`src/rtl/instruction_loader_pkg.sv`:
```
// Shared types and constants for the instruction loader.
// Latency: n/a (declarations only).
// Backpressure: n/a.
package instruction_loader_pkg;

    localparam int DEPTH_WORDS_DEFAULT = 2048;
    localparam int WORD_BYTES          = 4;
    localparam int COUNT_W             = 12;

    typedef enum logic [1:0] {
        ST_IDLE  = 2'd0,
        ST_LOAD  = 2'd1,
        ST_WRITE = 2'd2,
        ST_DONE  = 2'd3
    } state_t;

    // Word index to byte address: index << 2, zero-extended to 32 bits.
    function automatic logic [31:0] word_byte_addr(input logic [COUNT_W-1:0] idx);
        return {{(32-COUNT_W-2){1'b0}}, idx, 2'b00};
    endfunction

endpackage

```
`src/rtl/instruction_loader_word_assembler.sv`:
```
// Packs a byte stream MSB-first into 32-bit words.
// Latency: word visible the cycle after the 4th byte; word_full pulses with the 4th byte.
// Backpressure: none here; the caller gates byte_en with its own ready.
module word_assembler
    import instruction_loader_pkg::*;
(
    input  logic        clk,
    input  logic        reset,
    input  logic        clear,
    input  logic        byte_en,
    input  logic [7:0]  byte_data,
    output logic [31:0] word,
    output logic        word_full
);

    localparam logic [1:0] LAST_BYTE = 2'(WORD_BYTES - 1);

    logic [31:0] shift_q;
    logic [1:0]  byte_cnt_q;

    // Shift each byte in from the bottom so the first byte ends up in [31:24].
    always_ff @(posedge clk) begin
        if (reset) begin
            shift_q    <= '0;
            byte_cnt_q <= '0;
        end else if (clear) begin
            shift_q    <= '0;
            byte_cnt_q <= '0;
        end else if (byte_en) begin
            shift_q    <= {shift_q[23:0], byte_data};
            byte_cnt_q <= byte_cnt_q + 2'd1;
        end
    end

    assign word      = shift_q;
    assign word_full = byte_en && (byte_cnt_q == LAST_BYTE);

endmodule

```
`src/rtl/instruction_loader.sv`:
```
// Loads a byte stream into instruction memory as 32-bit words, holding the CPU meanwhile.
// Latency: 4 byte cycles + 1 write cycle per word (one word per 5 cycles at best).
// Backpressure: ByteReady high only in LOAD; ByteValid gaps simply stall the load.
module instruction_loader
    import instruction_loader_pkg::*;
#(
    parameter int DEPTH_WORDS = DEPTH_WORDS_DEFAULT
)(
    input  logic               Clk,
    input  logic               Reset,
    input  logic               Start,
    input  logic [COUNT_W-1:0] WordCount,
    input  logic               ByteValid,
    input  logic [7:0]         ByteData,
    output logic               ByteReady,
    output logic               MemWrite,
    output logic [31:0]        MemAddress,
    output logic [31:0]        MemWriteData,
    output logic               CpuHold,
    output logic               Busy,
    output logic               Done,
    output logic               Error,
    output logic [31:0]        Checksum
);

    localparam logic [31:0] DEPTH_U = 32'(DEPTH_WORDS);

    state_t             state_q, state_nxt;
    logic [COUNT_W-1:0] word_idx_q;
    logic [COUNT_W-1:0] word_cnt_q;
    logic [31:0]        checksum_q;
    logic               error_q;
    logic [31:0]        last_addr_q;
    logic [31:0]        last_data_q;

    logic               start_ok;
    logic               wc_zero;
    logic               wc_over;
    logic               byte_xfer;
    logic               last_word;
    logic [31:0]        asm_word;
    logic               asm_full;

    assign start_ok  = Start && ((state_q == ST_IDLE) || (state_q == ST_DONE));
    assign wc_zero   = (WordCount == '0);
    assign wc_over   = ({{(32-COUNT_W){1'b0}}, WordCount} > DEPTH_U);
    assign byte_xfer = ByteValid && (state_q == ST_LOAD);
    assign last_word = ((word_idx_q + 1'b1) == word_cnt_q);

    word_assembler u_asm (
        .clk       (Clk),
        .reset     (Reset),
        .clear     (start_ok),
        .byte_en   (byte_xfer),
        .byte_data (ByteData),
        .word      (asm_word),
        .word_full (asm_full)
    );

    // State register; reset discards any in-progress load.
    always_ff @(posedge Clk) begin
        if (Reset) begin
            state_q <= ST_IDLE;
        end else begin
            state_q <= state_nxt;
        end
    end

    // Next-state logic: Start only honoured from IDLE/DONE.
    always_comb begin
        state_nxt = state_q;
        case (state_q)
            ST_IDLE, ST_DONE: begin
                if (Start) begin
                    if (wc_over) begin
                        state_nxt = ST_IDLE;
                    end else if (wc_zero) begin
                        state_nxt = ST_DONE;
                    end else begin
                        state_nxt = ST_LOAD;
                    end
                end
            end
            ST_LOAD: begin
                if (asm_full) begin
                    state_nxt = ST_WRITE;
                end
            end
            ST_WRITE: begin
                state_nxt = last_word ? ST_DONE : ST_LOAD;
            end
            default: state_nxt = ST_IDLE;
        endcase
    end

    // Counters, checksum, error flag and the held memory-port values.
    always_ff @(posedge Clk) begin
        if (Reset) begin
            word_idx_q  <= '0;
            word_cnt_q  <= '0;
            checksum_q  <= '0;
            error_q     <= 1'b0;
            last_addr_q <= '0;
            last_data_q <= '0;
        end else begin
            if (start_ok) begin
                if (wc_over) begin
                    error_q <= 1'b1;
                end else begin
                    error_q    <= 1'b0;
                    word_idx_q <= '0;
                    word_cnt_q <= WordCount;
                    checksum_q <= '0;
                end
            end
            if (state_q == ST_WRITE) begin
                checksum_q  <= checksum_q + asm_word;
                word_idx_q  <= word_idx_q + 1'b1;
                last_addr_q <= word_byte_addr(word_idx_q);
                last_data_q <= asm_word;
            end
        end
    end

    assign ByteReady    = (state_q == ST_LOAD);
    assign MemWrite     = (state_q == ST_WRITE);
    assign MemAddress   = MemWrite ? word_byte_addr(word_idx_q) : last_addr_q;
    assign MemWriteData = MemWrite ? asm_word : last_data_q;
    assign Busy         = (state_q == ST_LOAD) || (state_q == ST_WRITE);
    assign CpuHold      = Busy;
    assign Done         = (state_q == ST_DONE);
    assign Error        = error_q;
    assign Checksum     = checksum_q;

endmodule

```
`config.mk`:
```
export PLATFORM = sky130hd
export DESIGN_NAME = instruction_loader
export DESIGN_NICKNAME = d
export VERILOG_FILES = /design/src/rtl/instruction_loader_pkg.sv /design/src/rtl/instruction_loader_word_assembler.sv /design/src/rtl/instruction_loader.sv
export SDC_FILE = /design/constraint.sdc
export NUM_CORES = 1
export LEC_CHECK = 0
export BUFFER_PORTS_ARGS = -buffer_cell sky130_fd_sc_hd__buf_4
export CORE_MARGIN = 4
export CORE_UTILIZATION = 35
export CTS_CLUSTER_SIZE = 20
export DETAILED_ROUTE_END_ITERATION = 10
export MAX_ROUTING_LAYER = met4
export PLACE_DENSITY = 0.5
export SLEW_MARGIN = 20
export SYNTH_ARGS = -nofsm -noshare
export SYNTH_HDL_FRONTEND = slang
export SYNTH_SLANG_ARGS = --single-unit
```
`constraint.sdc`:
```
create_clock -name Clk -period 5.55 [get_ports Clk]
set_input_delay 0.555 -clock Clk [delete_from_list [all_inputs] [get_ports Clk]]
set_output_delay 0.555 -clock Clk [all_outputs]
set_load 0.02 [all_outputs]
```
Yosys cells after proc, flatten, opt, wreduce, memory -nomap -nowiden --
Cells that the tools add are included.
Word-level totals: register bits after elaboration 157, bits of input ports 24, output and inout port bits 102, word-level logic and storage cells 50
Cells by class: add/subtract/negate cells 3, order comparisons 1, equality and inequality tests 8, multiplexer cells 15, bitwise operators 1, reduce and logical (&&, ||, !) cells 13
Operator list (count):
- $mux W32 | 5
- $mux W12 | 3
- $add A32 B32 Y32 | 1
- $add A12 B1 Y12 const B | 1
- $eq A12 B12 Y1 | 1
- $gt A12 B12 Y1 const B | 1
- $logic_not A12 Y1 | 1
- $mux W2 | 5
- $eq A2 B2 Y1 const B | 3
- $pmux W2 S3 | 1
- $reduce_and A2 Y1 | 3
- $ne A2 B2 Y1 const B | 2
- $reduce_or A2 Y1 | 2
- $logic_and A1 B1 Y1 | 3
- $add A2 B1 Y2 const B | 1
- $eq A2 B1 Y1 const B | 1
- $logic_not A2 Y1 | 1
- $logic_or A1 B1 Y1 | 2
- $ne A2 B1 Y1 const B | 1
- $reduce_bool A2 Y1 | 1
- $mux W1 | 1
- $not A1 Y1 | 1

Longest topological paths before layout --
Gate-level depths: netlist of run 1.
depth after elaboration 5, depth in mapped cells 12, mapped depth without buffers 12

Modules after synthesis --
From an unflattened synthesis of run 1, not the netlist that was laid out.
Second synthesis, totals: cells, all modules 841, area, all modules 7721.2 um^2
Modules (own cells, without submodules):
- instruction_loader | instances 1, cells each 728, area an instance 6444.9 um^2
- word_assembler | instances 1, cells each 113, area an instance 1276.2 um^2

Worst setup path before layout of run 1 --
OpenSTA, ideal clock, no wires.
path type register -> register, from register checksum_q[0] (netlist: Checksum[0]), to register checksum_q[30] (netlist: Checksum[30]), library setup time 0.117 ns, arrival time 2.694 ns, data required time 5.433 ns, path slack 2.739 ns, stages on the path, launching flop included 13, buffers on the path 0, period minus slack after synthesis 2.811 ns, path through dfxtp_1 ha_1 inv_1 fa_1 nand2b_1 a21oi_1 o31ai_2 a31oi_4 a21oi_2 o41ai_2 a31o_2 a31oi_1 a22o_1
Between the ends: word-level cells in the longest chain between the ends 2
RTL lines:
- from (decl) | line instruction_loader.sv:31 | logic [31:0] checksum_q;
- from (signal assigned) | line instruction_loader.sv:117 | checksum_q <= checksum_q + asm_word;
- $add A32 B32 Y32 | line instruction_loader.sv:117
- $mux W32 | line instruction_loader.sv:116 | if (state_q == ST_WRITE) begin
Every way passes these cells. A chain may end at the register's enable or synchronous reset.

Worst setup path in the final report of run 1 --
from register state_q[0], to output MemWriteData[10]
Between the ends: word-level cells in the longest chain between the ends 2
RTL lines:
- from (decl) | line instruction_loader.sv:28 | state_t state_q, state_nxt;
- from (signal assigned) | line instruction_loader.sv:65 | state_q <= state_nxt;
- $eq A2 B2 Y1 | line instruction_loader.sv:126 | assign MemWrite = (state_q == ST_WRITE);
- $mux W32
- to (decl) | line instruction_loader.sv:18 | output logic [31:0] MemWriteData,
Every way passes these cells.

==> flow_summary.toml, run 1 <==
[clocking]
cts_hold_buf = 0
htree_num_levels = 4
postCtsSetupBuffers = 0
root_buffer = "clkbuf_16"
insertion_delay_ps = 430
max-clock-path-buffers = 2
numCtsBuffers = 17
path_clk_slew_ps = 60
cts_tree = "built"
cts_resized = 0
clock_sinks = 157

[routing]
drt_iter0_drc = 384
viasPerCell = 4.959
drc = 0
routed-via-count = 6234
drt-total-wl_um = 20260
drtAntennaViolNets = 0
first_pass_iters = 4
wl_per_cell_um = 16.12

[grt]
overflow = 0
grt_pass1_wl_um = 32890
grt_pass1_vias = 6137
antenna_found_initial = 0
grt_use_total = 0.1771
grt_max_degree = 57

[synth]
synth_flop_cell = "dfxtp_1"
synth_compound_area_frac = 0.1554
ys_seq_area_frac = 0.4167
yosysWarningCount = 0
ys_types = 56
synth_top_area_frac = 0.4167
muxShareOfSynthArea = 0.06834
syn-cell-area_sq_um = 7543
synth_nets = 926
avgSynthCellArea_sq_um = 8.721
synth_top_family_by_area = "simple AND/OR/NAND/NOR gates"
synth-edff-count = 0
yosys.area.top_type = "dfxtp_1"
synthArstFlopShare = 0
postSynthCellCount = 865
synth_xor_area_frac = 0.05109
netlist_top_cells_area = "dfxtp_1 42%, nor2b_1 7.3%, mux2_2 6.6%, ha_1 6.0%, nand2_1 6.0%"
synthAdderAreaFrac = 0.06237
synth-simple-area-share = 0.2148
synth-seq-cells = 157

[min_path]
hp-class = "in -> reg"

[placement]
dp_slack_ps = 2321
port_buffers = 125
post-dp-hpwl_um = 14060
place_inst = 1225
place_congestion = 0.8194

[finish]
nets = 1030
finish.utilization = 0.4400
syn2layout_area_growth_pct = 23.01
fillers = 2137
final_cell_count_no_fill = 1257
drive_gt1_frac = 0.2240
antennaDiodeCount = 0

[floorplan]
rows = 53
die-area_sq_um = 23970
start_util = 0.3577
die_w_um = 154.8
io_pins = 126
core_sq_um = 21090
dieHeight_um = 154.8

[worst_setup_path]
cp_max_fo = 56
crit_arrival_ps = 2680
critPathRequiredTime_ps = 4990
crit_path_end_kind = "output pin"
startpoint_type = "register"
path_class = "reg -> out"

[pwr]
clockPowerShare = 0.396
internal-power_uw = 1962
ir_drop_mv = 0.1765
p_seq_frac = 0.409
p_sw_frac = 0.3218
powerDensity_nw_per_um2 = 311.8
p_comb_frac = 0.196
leakagePower_uw = 0.003913
net-switching-power_uw = 931.0
power.total_uw = 2893

[timing]
worstMarginPinSlew_ps = 846.7
setup_ws_ps = 2311
finalClockSkew_ps = 8.330
finalHoldViolCount = 0
max_freq_mhz = 308.7
relSlewSlack = 0.4334
period_needed_ps = 3239
setup_viol = 0
drv_slew = 0
grt_setup_unrepaired = "no"
period_share = 0.5836
tns_ps = 0

[outcome]
status = "completed"

[flow_run]
cap_violations = 0
-- cell type report --
cell class	instances	area (sq um)	share of cell area
multi-input cells	646	4187	0.4512
repair buffers	131	983.4	0.1060
well taps	275	344.1	0.03708
clock buffers	18	429.2	0.04625
flip-flops and latches	157	3143	0.3387
inverters	16	60.06	0.006472
clock inverters	14	132.6	0.01429
-- registers in the layout, summed over array words and instances (netlist names) --
| register | cells |
|---|---|
| word_cnt_q | 12 |
| last_addr_q | 32 |
| word_idx_q | 12 |
| u_asm.word | 32 |
| Checksum | 32 |
| state_q | 2 |
| Error | 1 |
| last_data_q | 32 |
| u_asm.byte_cnt_q | 2 |
-- kinds of logic (layout without fill, tap and decap cells) --
logic type / after synthesis / after routing
XOR/XNOR: 44 / 44
AO/OA/AOI/OAI: 184 / 184
adder cells (fa/ha/maj): 37 / 37
AND/OR/NAND/NOR: 335 / 335
buffers and inverters: 62 / 179
multiplexers: 46 / 46
flip-flops: 157 / 157
-- cell usage after synthesis, drive strengths merged, types with 2 or more instances --
cell type / number
and2: 2
a21boi: 2
or3: 3
or2: 2
nand3b: 2
inv: 16
buf: 3
a22o: 13
a31o: 2
ha: 36
dfxtp: 157
a211o: 2
nand4: 3
a21o: 12
o31ai: 2
xor2: 12
mux2: 44
clkbuf: 43
nor2: 59
a22oi: 6
mux2i: 2
nor3: 16
a41oi: 2
nand2b: 7
o21bai: 2
and3: 9
a32o: 3
a31oi: 12
xnor2: 32
nand3: 16
nand2: 120
a21oi: 83
o211ai: 2
nor4: 4
a211oi: 8
o41ai: 2
o21ai: 25
nor2b: 88
-- per-stage QoR --
step / hold WS (ps) / instance area [sq um]
after floorplan: 440.0 / 7543
after global placement: 449.3 / 8715
after detailed placement: 463.8 / 8715
after CTS: 351.7 / 9276
after global routing: 369.4 / 9279
final: 370.0 / 9279
-- power groups by stage --
| stage | Combinational [uW] | Clock (uW) | Sequential (uW) |
|---|---|---|---|
| 2_1_floorplan | 391 | 0 | 1200 |
| 3_3_place_gp | 574 | 0 | 1210 |
| 3_5_place_dp | 573 | 0 | 1210 |
| 4_1_cts | 576 | 1180 | 1180 |
| 5_1_grt | 623 | 1220 | 1190 |
| 6_report | 566 | 1140 | 1180 |
-- worst paths after layout --
| kind | from | to | slack (ps) | depth (start not counted) |
|---|---|---|---|---|
| setup / recovery | state_q[0]$_SDFFE_PP0P_ | MemWriteData[10] | 2310 | 5 |
| hold reg to reg | u_asm.byte_cnt_q[1]$_SDFFE_PP0P_ | u_asm.byte_cnt_q[1]$_SDFFE_PP0P_ | 470 | 2 |
| hold / removal | ByteData[5] | u_asm.word[5]$_SDFFE_PP0P_ | 370 | 3 |
| setup reg to reg | u_asm.word[0]$_SDFFE_PP0P_ | Checksum[30]$_SDFFE_PP0P_ | 2520 | 12 |
-- layout by cell type, fill, tap and decap left out, types with 17 or more instances in the layout --
master	instances
a21oi_1	82
mux2_2	44
buf_4	131
nor2_1	58
clkbuf_16	17
o21ai_0	24
xnor2_1	32
dfxtp_1	157
nor2b_1	88
nand2_1	120
ha_1	35
-- metal layers --
metal  vias to the layer above  global-route usage  part of all wire  wire length (um)
met1                      2892              0.2399              0.49              9910
met3                        21             0.04309             0.045               922
met2                       124              0.2648              0.45              9155
met5                         -                   -                 0                 0
met4                         0             0.04878             0.014               276
li1                       3197                   -                 -                 -
-- worst max-delay path: stages (launching register included) --
cell and delay [ps]:
dfxtp_1 340, inv_1 100, ha_4 660, buf_4 540, mux2_2 410, buf_4 160
Power figures use the tool's default switching activity.
==> run 2: changes to the inputs <==
--- a/config.mk
+++ b/config.mk
@@ -11,7 +11,7 @@
 export CTS_CLUSTER_SIZE = 20
 export DETAILED_ROUTE_END_ITERATION = 10
 export MAX_ROUTING_LAYER = met4
-export PLACE_DENSITY = 0.5
+export PLACE_DENSITY = 0.52
 export SLEW_MARGIN = 20
 export SYNTH_ARGS = -nofsm -noshare
 export SYNTH_HDL_FRONTEND = slang
==> constraint.sdc (replaced) <==
create_clock -name Clk -period 2.9 [get_ports Clk]
set_input_delay 0.29 -clock Clk [delete_from_list [all_inputs] [get_ports Clk]]
set_output_delay 0.29 -clock Clk [all_outputs]
set_load 0.02 [all_outputs]
==> flow_summary.toml, run 2 (synthesis gave the netlist of run 1 again) <==
[outcome]
status = "completed"

[routing]
first_pass_iters = 4
drc = 0
routed-via-count = 6365
viasPerCell = 4.946
wl_per_cell_um = 16.01
drt_iter0_drc = 319
drt-total-wl_um = 20600
drtAntennaViolNets = 0

[worst_setup_path]
critPathRequiredTime_ps = 3220
rrSetupSlack_ps = 190
cp_max_fo = 3
worstReg2RegStart = "Checksum[0]$_SDFFE_PP0P_"
path_class = "reg -> reg"
crit_arrival_ps = 3020
startpoint_type = "register"
reg2reg_to = "Checksum[30]$_SDFFE_PP0P_"
crit_path_end_kind = "register"
reg2regPathDepth = 12

[floorplan]
die_w_um = 154.8
rows = 53
io_pins = 126
core_sq_um = 21090
start_util = 0.3577
die-area_sq_um = 23970
dieHeight_um = 154.8

[pwr]
p_seq_frac = 0.397
clockPowerShare = 0.401
ir_drop_mv = 0.3648
p_sw_frac = 0.3127
p_comb_frac = 0.202
leakagePower_uw = 0.004102
internal-power_uw = 3909
net-switching-power_uw = 1778
powerDensity_nw_per_um2 = 592.8

[placement]
place_congestion = 0.8315
post-dp-hpwl_um = 14460
port_buffers = 125
place_inst = 1254

[clocking]
insertion_delay_ps = 430
clock_sinks = 157
root_buffer = "clkbuf_16"
cts_tree = "built"
max-clock-path-buffers = 2
numCtsBuffers = 17
path_clk_slew_ps = 70
htree_num_levels = 4

[min_path]
hold_depth = 3
hp-class = "in -> reg"
holdPathEnd = "u_asm.word[5]$_SDFFE_PP0P_"
hp-start = "ByteData[5]"

[timing]
tns_ps = 0
finalClockSkew_ps = 7.110
drv_slew = 0
max_freq_mhz = 369.5
grt_setup_unrepaired = "no"
worstMarginPinSlew_ps = 609.8
period_share = 0.9333
setup_viol = 0
period_needed_ps = 2707
relSlewSlack = 0.5934
finalHoldViolCount = 0

[grt]
grt_pass1_wl_um = 33390
grt_pass1_vias = 6190
grt_max_degree = 79
antenna_found_initial = 0
grt_use_total = 0.1785
overflow = 0

[finish]
fillers = 2127
nets = 1060
multi_input_area_sq_um = 4232
final_cell_count_no_fill = 1287
seq_area_sq_um = 3143
layout_common_cells = "160 x buf_4, 157 x dfxtp_1, 120 x nand2_1, 88 x nor2b_1, 81 x a21oi_1"
final_common_cell = "buf_4"
syn2layout_area_growth_pct = 27.20
finish.utilization = 0.4550
antennaDiodeCount = 0
drive_gt1_frac = 0.2520

[flow_run]
cap_violations = 0
## run 2: cell types whose count changed in the layout (fill, tap and decap cells not counted), moves of 2 or more
| cell | before | now |
|---|---|---|
| inv_6 | 7 | 5 |
| a21boi_1 | 0 | 2 |
| a21boi_0 | 2 | 0 |
| buf_4 | 131 | 160 |
## run 2: stage by stage
stage / worst slack (ps) / cell area [sq um] / hold slack [ps] / power, uW
2_1_floorplan: 89.19 / 7543 / 426.0 / 3045
3_3_place_gp: 101.8 / 8942 / 448.4 / 3475
3_5_place_dp: 75.45 / 8942 / 451.8 / 3470
4_1_cts: 36.22 / 9538 / 90.97 / 5770
5_1_grt: 8.802 / 9595 / 101.1 / 5955
6_report: 193.4 / 9595 / 106.6 / 5688
## run 2: timing repair
| action | 4_1_cts | 5_1_grt |
|---|---|---|
| buffers inserted | 0 | 1 |
| hold buffers | 0 | 0 |
| resized for setup | 0 | 11 |
| setup endpoints to repair | 0 | 9 |
## run 2: per-layer routing
metal	up-vias	track usage	part of all wire
li1	3255	-	-
met1	2967	0.2475	0.49
met2	132	0.2662	0.45
met3	11	0.03749	0.050
met4	0	0.04542	0.0083
met5	-	-	0
## run 2: area by class of cell
class / count / area share
multi-input cells: 646 / 0.4410
repair buffers: 161 / 0.1273
flip-flops and latches: 157 / 0.3276
clock inverters: 14 / 0.01630
clock buffers: 18 / 0.04577
well taps: 275 / 0.03586
inverters: 16 / 0.006259
## run 2: power by group through the flow
stage / registers, uW / logic (uW) / clock network (uW)
floorplan: 2300 / 749 / 0
global placement: 2310 / 1170 / 0
detailed placement: 2310 / 1160 / 0
CTS: 2260 / 1170 / 2340
global route: 2270 / 1270 / 2420
finish: 2260 / 1150 / 2280
## run 2: worst max-delay path by stage
stage                                         from                   endpoint  slack (ps)
after floorplan           Checksum[0]$_SDFFE_PP0P_  Checksum[30]$_SDFFE_PP0P_          90
after global placement    Checksum[0]$_SDFFE_PP0P_  Checksum[30]$_SDFFE_PP0P_         100
after detailed placement  Checksum[0]$_SDFFE_PP0P_  Checksum[30]$_SDFFE_PP0P_          80
after CTS                 Checksum[0]$_SDFFE_PP0P_  Checksum[30]$_SDFFE_PP0P_          40
after global routing      Checksum[0]$_SDFFE_PP0P_  Checksum[30]$_SDFFE_PP0P_           9
final                     Checksum[0]$_SDFFE_PP0P_  Checksum[30]$_SDFFE_PP0P_         190
## run 2: critical path, stage by stage, from the launching register on
cell,delay [ps]
dfxtp_1,340
ha_2,200
inv_1,60
fa_1,380
nand2b_4,170
a21oi_4,190
o31ai_4,90
a31oi_4,210
a21oi_2,90
o41ai_2,340
a31o_2,250
a31oi_1,80
a22o_1,190
==> run 3: changes to the inputs <==
--- a/config.mk
+++ b/config.mk
@@ -7,11 +7,11 @@
 export LEC_CHECK = 0
 export BUFFER_PORTS_ARGS = -buffer_cell sky130_fd_sc_hd__buf_4
 export CORE_MARGIN = 4
-export CORE_UTILIZATION = 35
+export CORE_UTILIZATION = 40
 export CTS_CLUSTER_SIZE = 20
 export DETAILED_ROUTE_END_ITERATION = 10
 export MAX_ROUTING_LAYER = met4
-export PLACE_DENSITY = 0.52
+export PLACE_DENSITY = 0.58
 export SLEW_MARGIN = 20
 export SYNTH_ARGS = -nofsm -noshare
 export SYNTH_HDL_FRONTEND = slang
==> flow_summary.toml, run 3 (synthesis gave the netlist of run 1 again) <==
[routing]
drt-total-wl_um = 19710
viasPerCell = 5.102
wl_per_cell_um = 15.88
first_pass_iters = 5
drtAntennaViolNets = 0
drt_iter0_drc = 329
drc = 0
routed-via-count = 6332

[outcome]
status = "completed"

[worst_setup_path]
cp_top_family = "compound AO/OA/AOI/OAI gates"
startpoint_type = "register"
path_class = "reg -> reg"
slowest_delay_ps = 380
crit_buf_inv = 1
cp_max_fo = 3
slowest_stage = "fa_1"
crit_path_end_kind = "register"
crit_path_frequent_cell = "a21oi_2"
critPathRequiredTime_ps = 3220
crit_chain = "ha_1, inv_1, fa_1, nand2b_1, a21oi_2, o31ai_2, a31oi_4, a21oi_2, o41ai_4, a31o_2, a31oi_1, a22o_1"
crit_arrival_ps = 3070

[finish]
final_common_cell = "buf_4"
drive_gt1_frac = 0.2480
fillers = 1766
nets = 1060
layout_common_cells = "161 x buf_4, 157 x dfxtp_1, 120 x nand2_1, 88 x nor2b_1, 81 x a21oi_1"
antennaDiodeCount = 0
final_cell_count_no_fill = 1241
syn2layout_area_growth_pct = 26.56

[timing]
setup_viol = 0
drv_slew = 0
grt_setup_unrepaired = "yes"
worstMarginPinSlew_ps = 624.1
max_freq_mhz = 362.9
finalClockSkew_ps = 7.061
setup_ws_ps = 144.3
period_needed_ps = 2756
timing.hold.ws_ps = 110.0
finalHoldViolCount = 0
period_share = 0.9502
relSlewSlack = 0.5829

[clocking]
insertion_delay_ps = 430
postCtsSetupBuffers = 0
max-clock-path-buffers = 2
clock_sinks = 157
numCtsBuffers = 17
root_buffer = "clkbuf_16"
path_clk_slew_ps = 60
cts_tree = "built"
htree_num_levels = 4

[grt]
grt_max_degree = 49
antenna_found_initial = 0
grt_use_total = 0.1915
overflow = 0
grt_pass1_vias = 6137
grt_pass1_wl_um = 32060

[pwr]
clockPowerShare = 0.418
p_seq_frac = 0.388
p_comb_frac = 0.194
internal-power_uw = 4089
leakagePower_uw = 0.004141
net-switching-power_uw = 1735
p_sw_frac = 0.2979
powerDensity_nw_per_um2 = 610.1
ir_drop_mv = 0.4737

[min_path]
hp-class = "in -> reg"

[floorplan]
rows = 49
die_w_um = 145.3
die-area_sq_um = 21120
io_pins = 126
dieHeight_um = 145.3
start_util = 0.4129
core_sq_um = 18270

[placement]
place_inst = 1209
place_congestion = 0.8649
port_buffers = 125
post-dp-hpwl_um = 14020
dp_slack_ps = 72.60

[flow_run]
cap_violations = 0
run 3: layout make-up:
type / instances / area, sq um / area share
well taps: 229 / 286.5 / 0.03001
multi-input cells: 646 / 4209 / 0.4409
flip-flops and latches: 157 / 3143 / 0.3292
inverters: 16 / 60.06 / 0.006291
clock inverters: 12 / 182.7 / 0.01913
repair buffers: 161 / 1209 / 0.1266
clock buffers: 20 / 456.7 / 0.04784
run 3: worst min-delay path: stages:
cell     delay (ps)
buf_4           110
nand2_1          40
a21oi_1          50
run 3: what timing repair did:
item / CTS / global route
gates resized for setup: 0 / 5
endpoints found under the setup margin: 0 / 8
hold buffers: 0 / 0
run 3: per-stage QoR:
stage | TNS (ps) | cell area, sq um | total power, uW | utilization
2_1_floorplan | 0 | 7543 | 3045 | -
3_3_place_gp | 0 | 8880 | 3445 | 0.4860
3_5_place_dp | 0 | 8880 | 3449 | 0.4860
4_1_cts | 0 | 9519 | 5890 | 0.5210
5_1_grt | -45.36 | 9547 | 6093 | 0.5225
6_report | 0 | 9547 | 5824 | 0.5225
run 3: final timing paths:
path	cells after the start	slack (ps)	to	start
max	12	140	Checksum[30]$_SDFFE_PP0P_	Checksum[0]$_SDFFE_PP0P_
min	3	110	u_asm.word[6]$_SDFFE_PP0P_	ByteData[6]
max reg2reg	12	140	Checksum[30]$_SDFFE_PP0P_	Checksum[0]$_SDFFE_PP0P_
min reg2reg	2	460	Error$_SDFFE_PP0P_	Error$_SDFFE_PP0P_
run 3: power by group through the flow:
stage / clock network [uW] / registers, uW / logic, uW
after floorplan: 0 / 2300 / 749
after global placement: 0 / 2310 / 1140
after detailed placement: 0 / 2310 / 1140
after CTS: 2480 / 2260 / 1140
after global routing: 2580 / 2270 / 1240
final: 2430 / 2260 / 1130
run 3: metal layers:
layer,vias up,global-route usage,share of wire
li1,3250,-,-
met3,13,0.04241,0.049
met2,119,0.3010,0.46
met5,-,-,0
met1,2950,0.2506,0.48
met4,0,0.05128,0.011
